**src/rtl/pulse_sync_arbiter.sv**
```systemverilog
// pulse_sync_arbiter: round-robin scheduler feeding per-requester event counts into one shared pulse_sync, spaced GAP cycles apart.
module pulse_sync_arbiter #(
  parameter int N_REQ = 4,
  parameter int GAP   = 10,
  parameter int CNT_W = 4
) (
  input  logic                     clk_fast,
  input  logic                     rst,
  input  logic [N_REQ-1:0]         req_pulse,
  input  logic                     en,
  input  logic                     clr_ovf,
  output logic                     din_en,
  output logic [$clog2(N_REQ)-1:0] grant_id,
  output logic                     busy,
  output logic [N_REQ-1:0]         overflow
);
  localparam int ID_W = $clog2(N_REQ);
  localparam int GW   = $clog2(GAP);
  typedef enum logic {IDLE, HOLDOFF} state_t;
  state_t state_q, state_d;
  logic [CNT_W-1:0] pend_q [N_REQ];
  logic [CNT_W-1:0] pend_d [N_REQ];
  logic [ID_W-1:0] last_q, last_d, grant_q, grant_d, win;
  logic [GW-1:0] gap_q, gap_d;
  logic din_en_q, din_en_d, busy_q, busy_d, found, issue, any_d;
  logic [N_REQ-1:0] ovf_q, ovf_d, lost;
  always_comb begin
    found = 1'b0;
    win = '0;
    for (int k = 1; k <= N_REQ; k++) begin
      if (!found && pend_q[(int'(last_q) + k) % N_REQ] != '0) begin
        found = 1'b1;
        win = ID_W'((int'(last_q) + k) % N_REQ);
      end
    end
    issue = state_q == IDLE && en && found;
    any_d = 1'b0;
    for (int i = 0; i < N_REQ; i++) begin
      // a saturated counter with no same-edge issue drops the event
      lost[i] = req_pulse[i] && !(issue && win == ID_W'(i)) && &pend_q[i];
      pend_d[i] = lost[i] ? pend_q[i]
                          : pend_q[i] + CNT_W'(req_pulse[i]) - CNT_W'(issue && win == ID_W'(i));
      any_d = any_d || pend_d[i] != '0;
    end
    ovf_d = (ovf_q & ~{N_REQ{clr_ovf}}) | lost;
    din_en_d = issue;
    grant_d = issue ? win : grant_q;
    last_d = issue ? win : last_q;
    gap_d = issue ? GW'(GAP - 1) : (state_q == HOLDOFF ? gap_q - GW'(1) : gap_q);
    state_d = issue ? HOLDOFF : (state_q == HOLDOFF && gap_q == GW'(1) ? IDLE : state_q);
    busy_d = state_d == HOLDOFF || any_d;
  end
  always_ff @(posedge clk_fast) begin
    if (rst) begin
      state_q <= IDLE;
      for (int i = 0; i < N_REQ; i++) pend_q[i] <= '0;
      last_q <= ID_W'(N_REQ - 1);
      grant_q <= '0;
      gap_q <= '0;
      din_en_q <= 1'b0;
      busy_q <= 1'b0;
      ovf_q <= '0;
    end else begin
      state_q <= state_d;
      for (int i = 0; i < N_REQ; i++) pend_q[i] <= pend_d[i];
      last_q <= last_d;
      grant_q <= grant_d;
      gap_q <= gap_d;
      din_en_q <= din_en_d;
      busy_q <= busy_d;
      ovf_q <= ovf_d;
    end
  end
  assign din_en = din_en_q;
  assign grant_id = grant_q;
  assign busy = busy_q;
  assign overflow = ovf_q;
endmodule

```
**config.mk**
```make
export PLATFORM = sky130hd
export DESIGN_NAME = pulse_sync_arbiter
export DESIGN_NICKNAME = d
export VERILOG_FILES = /design/src/rtl/pulse_sync_arbiter.sv
export SDC_FILE = /design/constraint.sdc
export NUM_CORES = 1
export LEC_CHECK = 0
export ABC_AREA = 1
export CAP_MARGIN = 40
export CORE_ASPECT_RATIO = 1.1
export CORE_UTILIZATION = 50
export CTS_BUF_LIST = sky130_fd_sc_hd__clkbuf_8
export DETAILED_ROUTE_END_ITERATION = 8
export PLACE_DENSITY = 0.73
export REMOVE_ABC_BUFFERS = 1
export SKIP_CTS_REPAIR_TIMING = 1
export SKIP_LAST_GASP = 1
export SLEW_MARGIN = 20
export SYNTH_ARGS = -nofsm -noshare
export SYNTH_HDL_FRONTEND = slang
export SYNTH_SLANG_ARGS = --single-unit
```
**constraint.sdc**
```tcl
create_clock -name clk_fast -period 3.21 [get_ports clk_fast]
set_clock_uncertainty 0.2 [all_clocks]
set_input_delay 0.321 -clock clk_fast [delete_from_list [all_inputs] [get_ports clk_fast]]
set_output_delay 0.321 -clock clk_fast [all_outputs]
set_load 0.005 [all_outputs]
```
After elaboration in Yosys (flattened, before gate mapping) --
Memories as Yosys holds them, arrays and structs flattened. Cells that the tools add are included.
Storage, ports and cells: register bits 15, bits in latches 0, bits in writable memories 16, ROM bits 0, input port bits 8, output and inout bits 8, word-level logic and storage cells 101, memories kept 1
Cells by class: add/subtract/negate cells 13, multiply operators 0, divide/modulo/power cells 0, order comparisons 0, equal/unequal tests 4, shift operators 0, multiplexer cells 23, bitwise logic cells 8, reductions and logical operators 44
Memories:
- pend_q | words 4, width 4, rd ports 8, clocked after memory_dff 0, wr ports 4, RTL line 21 | logic [CNT_W-1:0] pend_q [N_REQ];
Operators with widths (number):
- 4-bit two-way mux | 10
- 4-bit nonzero test | 8
- 1-bit logical AND | 18
- 4-bit by 1-bit adder with 4-bit output | 4
- 4-bit AND reduction | 4
- 4-bit by 1-bit subtractor with 4-bit output | 4
- 1-bit two-way mux | 9
- 2-bit two-way mux | 4
- 1-bit zero test | 7
- 2-bit by 1-bit adder with 2-bit output, second input constant | 2
- 2-bit adder, second input constant | 2
- 4-bit bitwise AND | 1
- 2-bit == test, second input constant | 2
- 4-bit by 1-bit == test with 1-bit output, second input constant | 1
- 1-bit logical OR | 4
- 4-bit inverter | 1
- 1-bit OR | 4
- 4-bit OR | 1
- 4-bit by 1-bit subtractor with 4-bit output, second input constant | 1
- 2-bit by 1-bit == test with 1-bit output, second input constant | 1
- 2-bit zero test | 1
- 2-bit nonzero test | 1
- 2-bit OR reduction | 1
- 1-bit inverter | 1

Logic depth before layout (Yosys ltp) --
Gate-level depths: netlist of run 1. An unclocked memory read counts as a cell.
depth after elaboration 24, depth in mapped cells 25, depth with buffers taken out 25

Worst setup path after synthesis of run 1 --
OpenSTA, ideal clock, no wires.
kind register to register, start point mem pend_q[1][1], end point reg busy_q, in the netlist busy, setup time 0.132 ns, data arrival time 2.790 ns, path slack 0.088 ns, stages on the path, launching flop included 25, clock period less this slack 3.122 ns, cell sequence dfxtp_1 > nor2_1 > nand2_1 > nand2_1 > nand2_1 > inv_1 > nand2_2 > nor2_4 > nand3_2 > nand2_4 > inv_2 > nand3_4 > inv_1 > ha_1 > inv_1 > ha_1 > inv_1 > fa_1 > xnor2_1 > nand2_1 > nand2_1 > nor2_1 > nand2_1 > nor2_1 > a21oi_1
RTL lines:
- from (decl) | RTL line 21
- to (signal assigned) | RTL line 70 | busy_q <= busy_d;
- to (decl) | RTL line 25 | logic din_en_q, din_en_d, busy_q, busy_d, found, issue, any_d;

Worst setup path in the final report of run 1 --
start point reg last_q[0], end point reg busy_q, in the netlist busy
Between the ends: word-level cells in the longest chain between the ends 24, elaborated cells on any way between the ends 61, those cells by class add/sub: 8; eq/ne: 3; mux: 13; reduce/logical: 36; memory: 1
Ends and longest elaborated chain:
- from (decl) | RTL line 23 | logic [ID_W-1:0] last_q, last_d, grant_q, grant_d, win;
- from (signal assigned) | RTL line 57 | last_q <= ID_W'(N_REQ - 1);
- from (signal assigned) | RTL line 66 | last_q <= last_d;
- branches (longest 23 deep; another with memory read 4 x 4 bit)
- 1-bit logical OR * | RTL line 51 | busy_d = state_d == HOLDOFF || any_d;
Mark *: on every way between the ends. A chain may end at the register's enable or synchronous reset.

==> results of run 1 <==
==> cell type report <==
cell class	instances	area (sq um)	area share, %
clock buffers	5	68.82	2.130
clock inverters	3	13.76	0.4260
inverters	56	215.2	6.661
multi-input cells	236	1700	52.63
flip-flops and latches	33	673.1	20.84
well taps	54	67.56	2.091
repair buffers	58	491.7	15.22
==> power by group through the flow <==
stage / Clock [W] / Sequential (W) / Combinational (W)
6_report: 0.000306 / 0.000666 / 0.00294
5_1_grt: 0.000323 / 0.000681 / 0.00323
4_1_cts: 0.000308 / 0.000623 / 0.00233
3_5_place_dp: 0 / 0.000633 / 0.00230
3_3_place_gp: 0 / 0.000629 / 0.00225
2_1_floorplan: 0 / 0.000649 / 0.00165
==> synthesized netlist by cell type, types with 2 or more instances <==
cell type and n:
nand2_1 65, inv_1 50, nor2_1 35, dfxtp_1 33, a21oi_1 29, nand3_1 29, ha_1 22, nand2_2 10
xnor2_1 9, nand2_4 7, inv_2 5, nor2_2 5, fa_1 4, clkbuf_1 3, nand3_2 3, nand3_4 2
nand4_1 2, nor2_4 2
==> metrics by stage <==
stage,power (W),worst slack (ps),cells
6_report,0.003915,-267.5,445
5_1_grt,0.004238,-484.6,445
4_1_cts,0.003262,-363.5,434
3_5_place_dp,0.002936,-314.6,426
3_3_place_gp,0.002879,-280.5,426
2_1_floorplan,0.002301,-56.37,325
==> logic make-up after synthesis <==
kind of cell | synth area share [%]
flip-flops | 27.72
buffers and inverters | 9.764
adder cells (fa/ha/maj) | 14.91
AO/OA/AOI/OAI | 7.559
AND/OR/NAND/NOR | 36.75
XOR/XNOR | 3.307
==> final timing paths <==
kind	start	end	slack, ps
worst max register to register	last_q[0]	busy	-270
worst min register to register	grant_id[1]	grant_id[1]	270
worst min-delay path	grant_id[1]	grant_id[1]	270
worst max-delay path	last_q[0]	busy	-270
==> registers in the layout (all words and copies together) (netlist names), named ones only <==
register  flops
gap_q         4
grant_id      2
pend_q       16
din_en        1
busy          1
last_q        2
state_q       1
overflow      4
==> metal layers <==
layer  track usage, %  wire [microns]
met1            29.17            2602
met2            39.05            3022
met3            5.215             205
met4            9.954             118
met5                0               0
==> worst max-delay path, cell delays in order, from the launching register on <==
cell and delay, ps:
dfxtp_4 390, buf_6 140, nand4_2 130, nand3_2 120, nand2_2 80, nor2_4 150
buf_6 110, nand3_2 50, nand2_2 90, nand2_4 90, nor2_8 130, buf_4 130
nand2_4 40, inv_1 60, ha_1 220, inv_1 50, ha_1 150, inv_1 50
fa_2 530, nand3_1 80, nor2_1 90, nand2_1 60, nor2_1 130, a21oi_1 80
==> layout by cell type (no fill, tap or decap), types with 2 or more instances in the layout <==
cell type	Yosys	layout
nand3_4	2	2
nand3_2	3	7
a21oi_1	29	28
dfxtp_4	0	2
fa_2	0	3
nor2_2	5	6
buf_4	0	38
dfxtp_2	0	4
nand2_2	10	16
inv_2	5	12
xnor2_2	0	3
nor2_4	2	10
nand2_1	65	58
ha_4	0	5
nand3_1	29	25
clkdlybuf4s50_1	0	15
inv_1	50	43
clkinv_2	0	2
ha_1	22	17
nor2_1	35	26
dfxtp_1	33	27
nand2_4	7	8
inv_4	0	2
xnor2_1	9	6
buf_6	1	5
nand4_1	2	2
clkbuf_8	0	5
==> impl_metrics.json, run 1 <==
{
  "clock_sinks": 33,
  "critPathMaxFanout": 6,
  "grt_pass1_vias": 1990,
  "fin_crit_ps": 3478,
  "core_sq_um": 4442,
  "end_kind": "register",
  "hpwl_microns": 4178,
  "syn_inst": 329,
  "synth_cell_types": 32,
  "clk_latency_ps": 300,
  "gp_congestion": 0.8361,
  "setup_viol": 1,
  "fillerInstances": 351,
  "max_slew_margin_pct": 73.87,
  "clockPowerShare_pct": 7.8,
  "violations": "setup timing",
  "fin_crit_sh_pct": 108.3,
  "path_class": "reg2reg",
  "synth_area_leaders": "dfxtp_1 (28%), ha_1 (12%), nand2_1 (10%), inv_1 (7.9%), a21oi_1 (6.1%)",
  "peakVddDrop_uv": 774.8,
  "synthArstFlopShare_pct": 0,
  "initialDrtViolationCount": 182,
  "die_h_microns": 74.42,
  "dr.pass1.iters": 4,
  "cts_max_level": 2,
  "post-synth-top-area-cell": "dfxtp_1",
  "cap_violations": 0,
  "diodes": 0,
  "r2r_cells": 23,
  "start_util_pct": 53.66,
  "synth.avg_cell_area_sq_um": 7.245,
  "grt_start_max_net_pins": 26,
  "setup_slack_ps": -267.5,
  "cts_tree": "done",
  "start_kind": "register",
  "combinationalPowerShare_pct": 75.2,
  "area_delta_synth_final_pct": 35.54,
  "hold_violations": 0,
  "yosysWarningCount": 0,
  "synth-edff-count": 0,
  "num_vias": 2272,
  "drive_gt1_share_pct": 35.04,
  "postPlaceCellArea_sq_um": 2819,
  "fp.dieW_microns": 67.83,
  "synth_ff_type": "dfxtp_1",
  "antenna_found_initial": 0,
  "pwr-share-seq_pct": 17.0,
  "worstPathArrival_ps": 3440,
  "ys_seq_area_share_pct": 27.72,
  "powerDensity_nw_per_um2": 1212,
  "p_switching_w": 0.001881,
  "rows": 25,
  "synth_top_area_share_pct": 27.72,
  "p_leak_nw": 1.558,
  "setup_tns_ps": -267.5,
  "synth_seq_cells": 33,
  "nets": 424,
  "grt_pass1_wl_microns": 8742,
  "ioPinCount": 16,
  "drc": 0,
  "fmax_ghz": 0.2876,
  "die_area_sq_um": 5048,
  "vias_per_cell": 5.106,
  "wl_microns": 5949,
  "swShare_pct": 48.05,
  "syn_area_sq_um": 2384,
  "cts_buffers": 5,
  "cts-root-buf": "clkbuf_8",
  "grt.overflow.total": 0,
  "hold_slack_ps": 273.2,
  "postLayoutCellArea_sq_um": 3231,
  "routedWlPerCell_microns": 13.37,
  "final_core_util_pct": 72.73,
  "slew_violations": 0,
  "ant_nets": 0,
  "port_buffers": 15,
  "outcome": "finished with violations",
  "hold_depth": 2,
  "p_int_w": 0.002034,
  "cts.clk_slew.worst_paths_ps": 80,
  "track_usage_pct": 23.56,
  "required_ps": 3170,
  "worst_pin_slew_ps": 390.5,
  "holdCritPathClass": "reg2reg",
  "rsz0062_at_grt": "yes",
  "clk_path_buf_depth": 2
}
Note: power is estimated with default switching activity, not from simulation.
==> run 2, diff against run 1 <==
--- a/config.mk
+++ b/config.mk
@@ -11,7 +11,7 @@
 export CORE_UTILIZATION = 50
 export CTS_BUF_LIST = sky130_fd_sc_hd__clkbuf_8
 export DETAILED_ROUTE_END_ITERATION = 8
-export PLACE_DENSITY = 0.73
+export PLACE_DENSITY = 0.7
 export REMOVE_ABC_BUFFERS = 1
 export SKIP_CTS_REPAIR_TIMING = 1
 export SKIP_LAST_GASP = 1
==> constraint.sdc (replaced) <==
create_clock -name clk_fast -period 4.5 [get_ports clk_fast]
set_clock_uncertainty 0.2 [all_clocks]
set_input_delay 0.45 -clock clk_fast [delete_from_list [all_inputs] [get_ports clk_fast]]
set_output_delay 0.45 -clock clk_fast [all_outputs]
set_load 0.005 [all_outputs]
==> impl_metrics.json, run 2 (same netlist as run 1, synthesis figures left out) <==
{
  "final_cell_mix": "nand2_1 (65), inv_1 (50), nor2_1 (35), dfxtp_1 (33)",
  "crit_path_top_delay_cell": "dfxtp_1",
  "antenna_found_initial": 0,
  "hold_depth": 2,
  "critPathMaxFanout": 13,
  "grt_start_max_net_pins": 28,
  "met1_usage_pct": 29.83,
  "dp.cells": 395,
  "peakVddDrop_uv": 378.9,
  "postPlaceCellArea_sq_um": 2586,
  "ioPinCount": 16,
  "min_to": "overflow[3]",
  "reg2reg_from": "last_q[0]",
  "cap_violations": 0,
  "clock_sinks": 33,
  "cts_max_level": 2,
  "die_h_microns": 74.42,
  "drc": 0,
  "grt.busiest_layer": "met2",
  "grt.overflow.total": 0,
  "fmax_ghz": 0.2740,
  "port_buffers": 15,
  "p_leak_nw": 1.311,
  "end_kind": "register",
  "gp_congestion": 0.9282,
  "reg2reg_to": "busy",
  "total_power_w": 0.002165,
  "routedWlPerCell_microns": 11.70,
  "critPathMaxStageDelay_ps": 620,
  "fp.dieW_microns": 67.83,
  "cts_tree": "done",
  "hpwl_microns": 3780,
  "initialDrtViolationCount": 76,
  "fin_crit_ps": 3649,
  "start_util_pct": 53.66,
  "setup_tns_ps": 0,
  "grt_pass1_vias": 1821,
  "hold_violations": 0,
  "die_area_sq_um": 5048,
  "top_register": "pend_q",
  "clk_path_buf_depth": 2,
  "core_sq_um": 4442,
  "worst-path-buf-inv": 6,
  "worstPathArrival_ps": 3610,
  "crit_chain": "inv_2 -> nor2_2 -> nor2_2 -> nand3_1 -> nand2_1 -> inv_1 -> nand3_2 -> nand2_4 -> inv_2 -> nand3_4 -> inv_1 -> ha_1 -> inv_1 -> ha_1 -> inv_1 -> fa_1 -> xnor2_1 -> nand2_2 -> nand2_1 -> nor2_1 -> nand2_1 -> nor2_1 -> a21oi_1",
  "cts_buffers": 5,
  "holdCritStartpoint": "overflow[3]",
  "rsz0062_at_grt": "no",
  "nets": 382,
  "dr.pass1.iters": 5,
  "final_core_util_pct": 60.51,
  "track_usage_pct": 21.52,
  "max_slew_margin_pct": 67.89,
  "worst_pin_slew_ps": 481.0,
  "area_delta_synth_final_pct": 12.76,
  "crit_top_cell": "inv_1",
  "crit_family": "simple AND/OR/NAND/NOR gates",
  "setup_viol": 0,
  "wl_microns": 4717,
  "met2_usage_pct": 33.88,
  "slew_violations": 0,
  "num_vias": 2036,
  "fin_crit_sh_pct": 81.09,
  "use_met3_pct": 4.141,
  "r2r_cells": 23,
  "r2r_setup_slack_ps": 850,
  "clk_latency_ps": 280,
  "largest_register_ffs": 16,
  "cts.clk_slew.worst_paths_ps": 70,
  "start_kind": "register",
  "postLayoutCellArea_sq_um": 2688,
  "drive_gt1_share_pct": 14.04,
  "rows": 25,
  "ant_nets": 0,
  "diodes": 0,
  "fin_cells": 403,
  "vias_per_cell": 5.052,
  "powerDensity_nw_per_um2": 805.5,
  "grt_pass1_wl_microns": 8204,
  "path_class": "reg2reg",
  "holdCritPathClass": "reg2reg",
  "final_common_cell": "nand2_1",
  "required_ps": 4460,
  "outcome": "complete, no violations",
  "cts-root-buf": "clkbuf_8"
}
-- run 2: cell types whose count changed in the layout (fill, tap and decap cells not counted), moves of 5 or more --
cell and delta:
inv_1 +7, ha_1 +5, nor2_4 -8, buf_6 -5, nor2_1 +9, nand2_1 +7, buf_4 -37, dfxtp_1 +6
nand2_2 -6, ha_4 -5, inv_2 -7
-- run 2: worst min-delay path, cell delays in order (launching register included) --
cell and delay (ps):
dfxtp_1 310, nand2_1 60, a21oi_1 50
-- run 2: worst max-delay path by stage --
stage / slack [ps] / to / cells after the start / from
finish: 850 / busy / 23 / last_q[0]
global route: 500 / busy / 23 / last_q[0]
CTS: 840 / busy / 24 / last_q[0]
detailed placement: 870 / busy / 24 / last_q[0]
global placement: 920 / busy / 23 / last_q[0]
floorplan: 1230 / busy / 23 / last_q[0]
-- run 2: per-stage QoR --
stage / setup WS [ps] / hold WS, ps
floorplan: 1234 / 253.9
global placement: 915.1 / 253.5
detailed placement: 869.5 / 261.6
CTS: 841.5 / 271.6
global route: 495.2 / 285.7
finish: 850.8 / 264.9
-- run 2: per-layer routing --
layer / part of all wire [%] / wire length [microns]
met3: 3.8 / 177
met1: 48 / 2261
met2: 47 / 2225
met5: 0 / 0
met4: 1.1 / 52
-- run 2: cell type report --
type	count	area, sq um
inverters	56	210.2
repair buffers	16	157.7
clock buffers	7	96.34
multi-input cells	236	1490
flip-flops and latches	33	660.6
well taps	54	67.56
fillers	434	1754
clock inverters	1	5.005
-- run 2: report_power, final --
part	internal (W)	switching, W
sequential	0.000383	0.0000972
clock	0.000138	0.000105
combinational	0.000571	0.000871
==> run 3, diff against run 2 <==
--- a/config.mk
+++ b/config.mk
@@ -11,7 +11,7 @@
 export CORE_UTILIZATION = 50
 export CTS_BUF_LIST = sky130_fd_sc_hd__clkbuf_8
 export DETAILED_ROUTE_END_ITERATION = 8
-export PLACE_DENSITY = 0.7
+export PLACE_DENSITY = 0.73
 export REMOVE_ABC_BUFFERS = 1
 export SKIP_CTS_REPAIR_TIMING = 1
 export SKIP_LAST_GASP = 1
==> constraint.sdc (replaced) <==
create_clock -name clk_fast -period 3.1 [get_ports clk_fast]
set_clock_uncertainty 0.2 [all_clocks]
set_input_delay 0.31 -clock clk_fast [delete_from_list [all_inputs] [get_ports clk_fast]]
set_output_delay 0.31 -clock clk_fast [all_outputs]
set_load 0.005 [all_outputs]
==> impl_metrics.json, run 3 (same netlist as run 1, synthesis figures left out) <==
{
  "hold_violations": 0,
  "p_leak_nw": 1.594,
  "routedWlPerCell_microns": 15.53,
  "ant_nets": 0,
  "vias_per_cell": 5.435,
  "fmax_ghz": 0.2895,
  "antenna_found_initial": 0,
  "top_register": "pend_q",
  "track_usage_pct": 24.26,
  "critPathMaxFanout": 7,
  "grt_start_max_net_pins": 16,
  "outcome": "finished with violations",
  "end_kind": "register",
  "ioPinCount": 16,
  "cts.clk_slew.worst_paths_ps": 70,
  "cts-root-buf": "clkbuf_8",
  "wl_microns": 7005,
  "grt_pass1_vias": 2158,
  "num_vias": 2451,
  "die_h_microns": 74.42,
  "path_class": "reg2reg",
  "dr.pass1.iters": 4,
  "initialDrtViolationCount": 200,
  "clk_latency_ps": 290,
  "powerDensity_nw_per_um2": 1317,
  "clockPowerShare_pct": 9.8,
  "start_util_pct": 53.66,
  "fillerInstances": 302,
  "cts_tree": "done",
  "pwr-share-seq_pct": 15.9,
  "final_cell_mix": "nand2_1 (61), buf_4 (46), inv_1 (41), a21oi_1 (29), dfxtp_1 (28)",
  "postLayoutCellArea_sq_um": 3322,
  "clk_path_buf_depth": 2,
  "hold_slack_ps": 268.0,
  "clock_sinks": 33,
  "fin_crit_ps": 3455,
  "setup_slack_ps": -354.6,
  "required_ps": 3080,
  "start_kind": "register",
  "peakVddDrop_uv": 842.3,
  "port_buffers": 15,
  "fin_crit_sh_pct": 111.4,
  "grt.overflow.total": 0,
  "postPlaceCellArea_sq_um": 2864,
  "gp_congestion": 0.9026,
  "largest_register_ffs": 16,
  "p_switching_w": 0.002068,
  "grt_pass1_wl_microns": 9149,
  "core_sq_um": 4442,
  "worst_pin_slew_ps": 591.3,
  "rows": 25,
  "fp.dieW_microns": 67.83,
  "worstPathArrival_ps": 3430,
  "setup_viol": 4,
  "nets": 430,
  "final_common_cell": "nand2_1",
  "swShare_pct": 47.25,
  "drc": 0,
  "p_int_w": 0.002308,
  "combinationalPowerShare_pct": 74.3,
  "max_slew_margin_pct": 60.45,
  "die_area_sq_um": 5048,
  "violations": "setup timing",
  "cap_violations": 0,
  "slew_violations": 0,
  "drive_gt1_share_pct": 35.52,
  "cts_max_level": 2,
  "holdCritPathClass": "reg2reg",
  "area_delta_synth_final_pct": 39.37,
  "rsz0062_at_grt": "yes",
  "cts_buffers": 5,
  "hpwl_microns": 4402,
  "diodes": 0
}
[run 3: cell count changes in the layout (fill, tap and decap cells not counted), sizes merged]
cell	before	now
buf	1	49
bufinv	0	1
clkbuf	7	6
clkinv	2	0
inv	55	57
[run 3: critical path, cell delays in order, from the launching register on]
cell and delay (ps):
dfxtp_4 370, buf_6 140, o21ai_0 250, nor2_1 70, nand3_1 100, nand2_2 80
a21oi_1 170, nand2_2 90, nand2_4 130, buf_4 140, nand3_4 80, inv_2 80
ha_4 190, inv_2 60, ha_4 130, inv_2 40, fa_2 400, xnor2_2 150
nand2_2 60, nand2_1 60, nor2_1 90, nand2_1 70, nor2_2 130, a21oi_1 70
[run 3: final timing paths]
path	start	end	slack [ps]	cells past startpoint
setup / recovery	last_q[0]	busy	-350	23
hold / removal	grant_id[1]	grant_id[1]	270	2
setup reg to reg	last_q[0]	busy	-350	23
hold reg to reg	grant_id[1]	grant_id[1]	270	2
[run 3: power groups by stage]
stage / Clock (W) / Sequential (W) / Combinational, W
after detailed placement: 0 / 0.000659 / 0.00247
after floorplan: 0 / 0.000672 / 0.00171
final: 0.000429 / 0.000694 / 0.00325
after CTS: 0.000428 / 0.000651 / 0.00249
after global placement: 0 / 0.000656 / 0.00240
after global routing: 0.000449 / 0.000702 / 0.00353
[run 3: cell type report]
class / instances / area (sq um) / share of cell area (%)
Multi-Input combinational cell: 236 / 1710 / 51.49
Sequential cell: 33 / 671.9 / 20.23
Timing Repair Buffer: 64 / 538.0 / 16.20
Inverter: 56 / 217.7 / 6.554
Clock buffer: 6 / 82.58 / 2.486
Tap cell: 54 / 67.56 / 2.034
Clock inverter: 2 / 33.78 / 1.017
[run 3: metal layers]
metal / routed length [microns] / part of all wire, % / track usage (%) / vias to the layer above
met5: 0 / 0 / 0 / -
met1: 2752 / 39 / 27.31 / 1174
met3: 269 / 3.8 / 5.215 / 29
met4: 230 / 3.3 / 7.870 / 0
met2: 3752 / 54 / 44.66 / 76
li1: - / - / - / 1172
[run 3: through the flow]
stage / TNS, ps / utilization (%) / worst slack (ps) / power (W) / cells
floorplan: -166.4 / - / -166.4 / 0.002383 / 325
global placement: -465.2 / 64.48 / -332.4 / 0.003054 / 432
detailed placement: -727.5 / 64.48 / -410.1 / 0.003126 / 432
CTS: -994.3 / 67.10 / -461.8 / 0.003571 / 440
global route: -2600 / 74.79 / -540.8 / 0.004683 / 451
finish: -848.8 / 74.79 / -354.6 / 0.004376 / 451
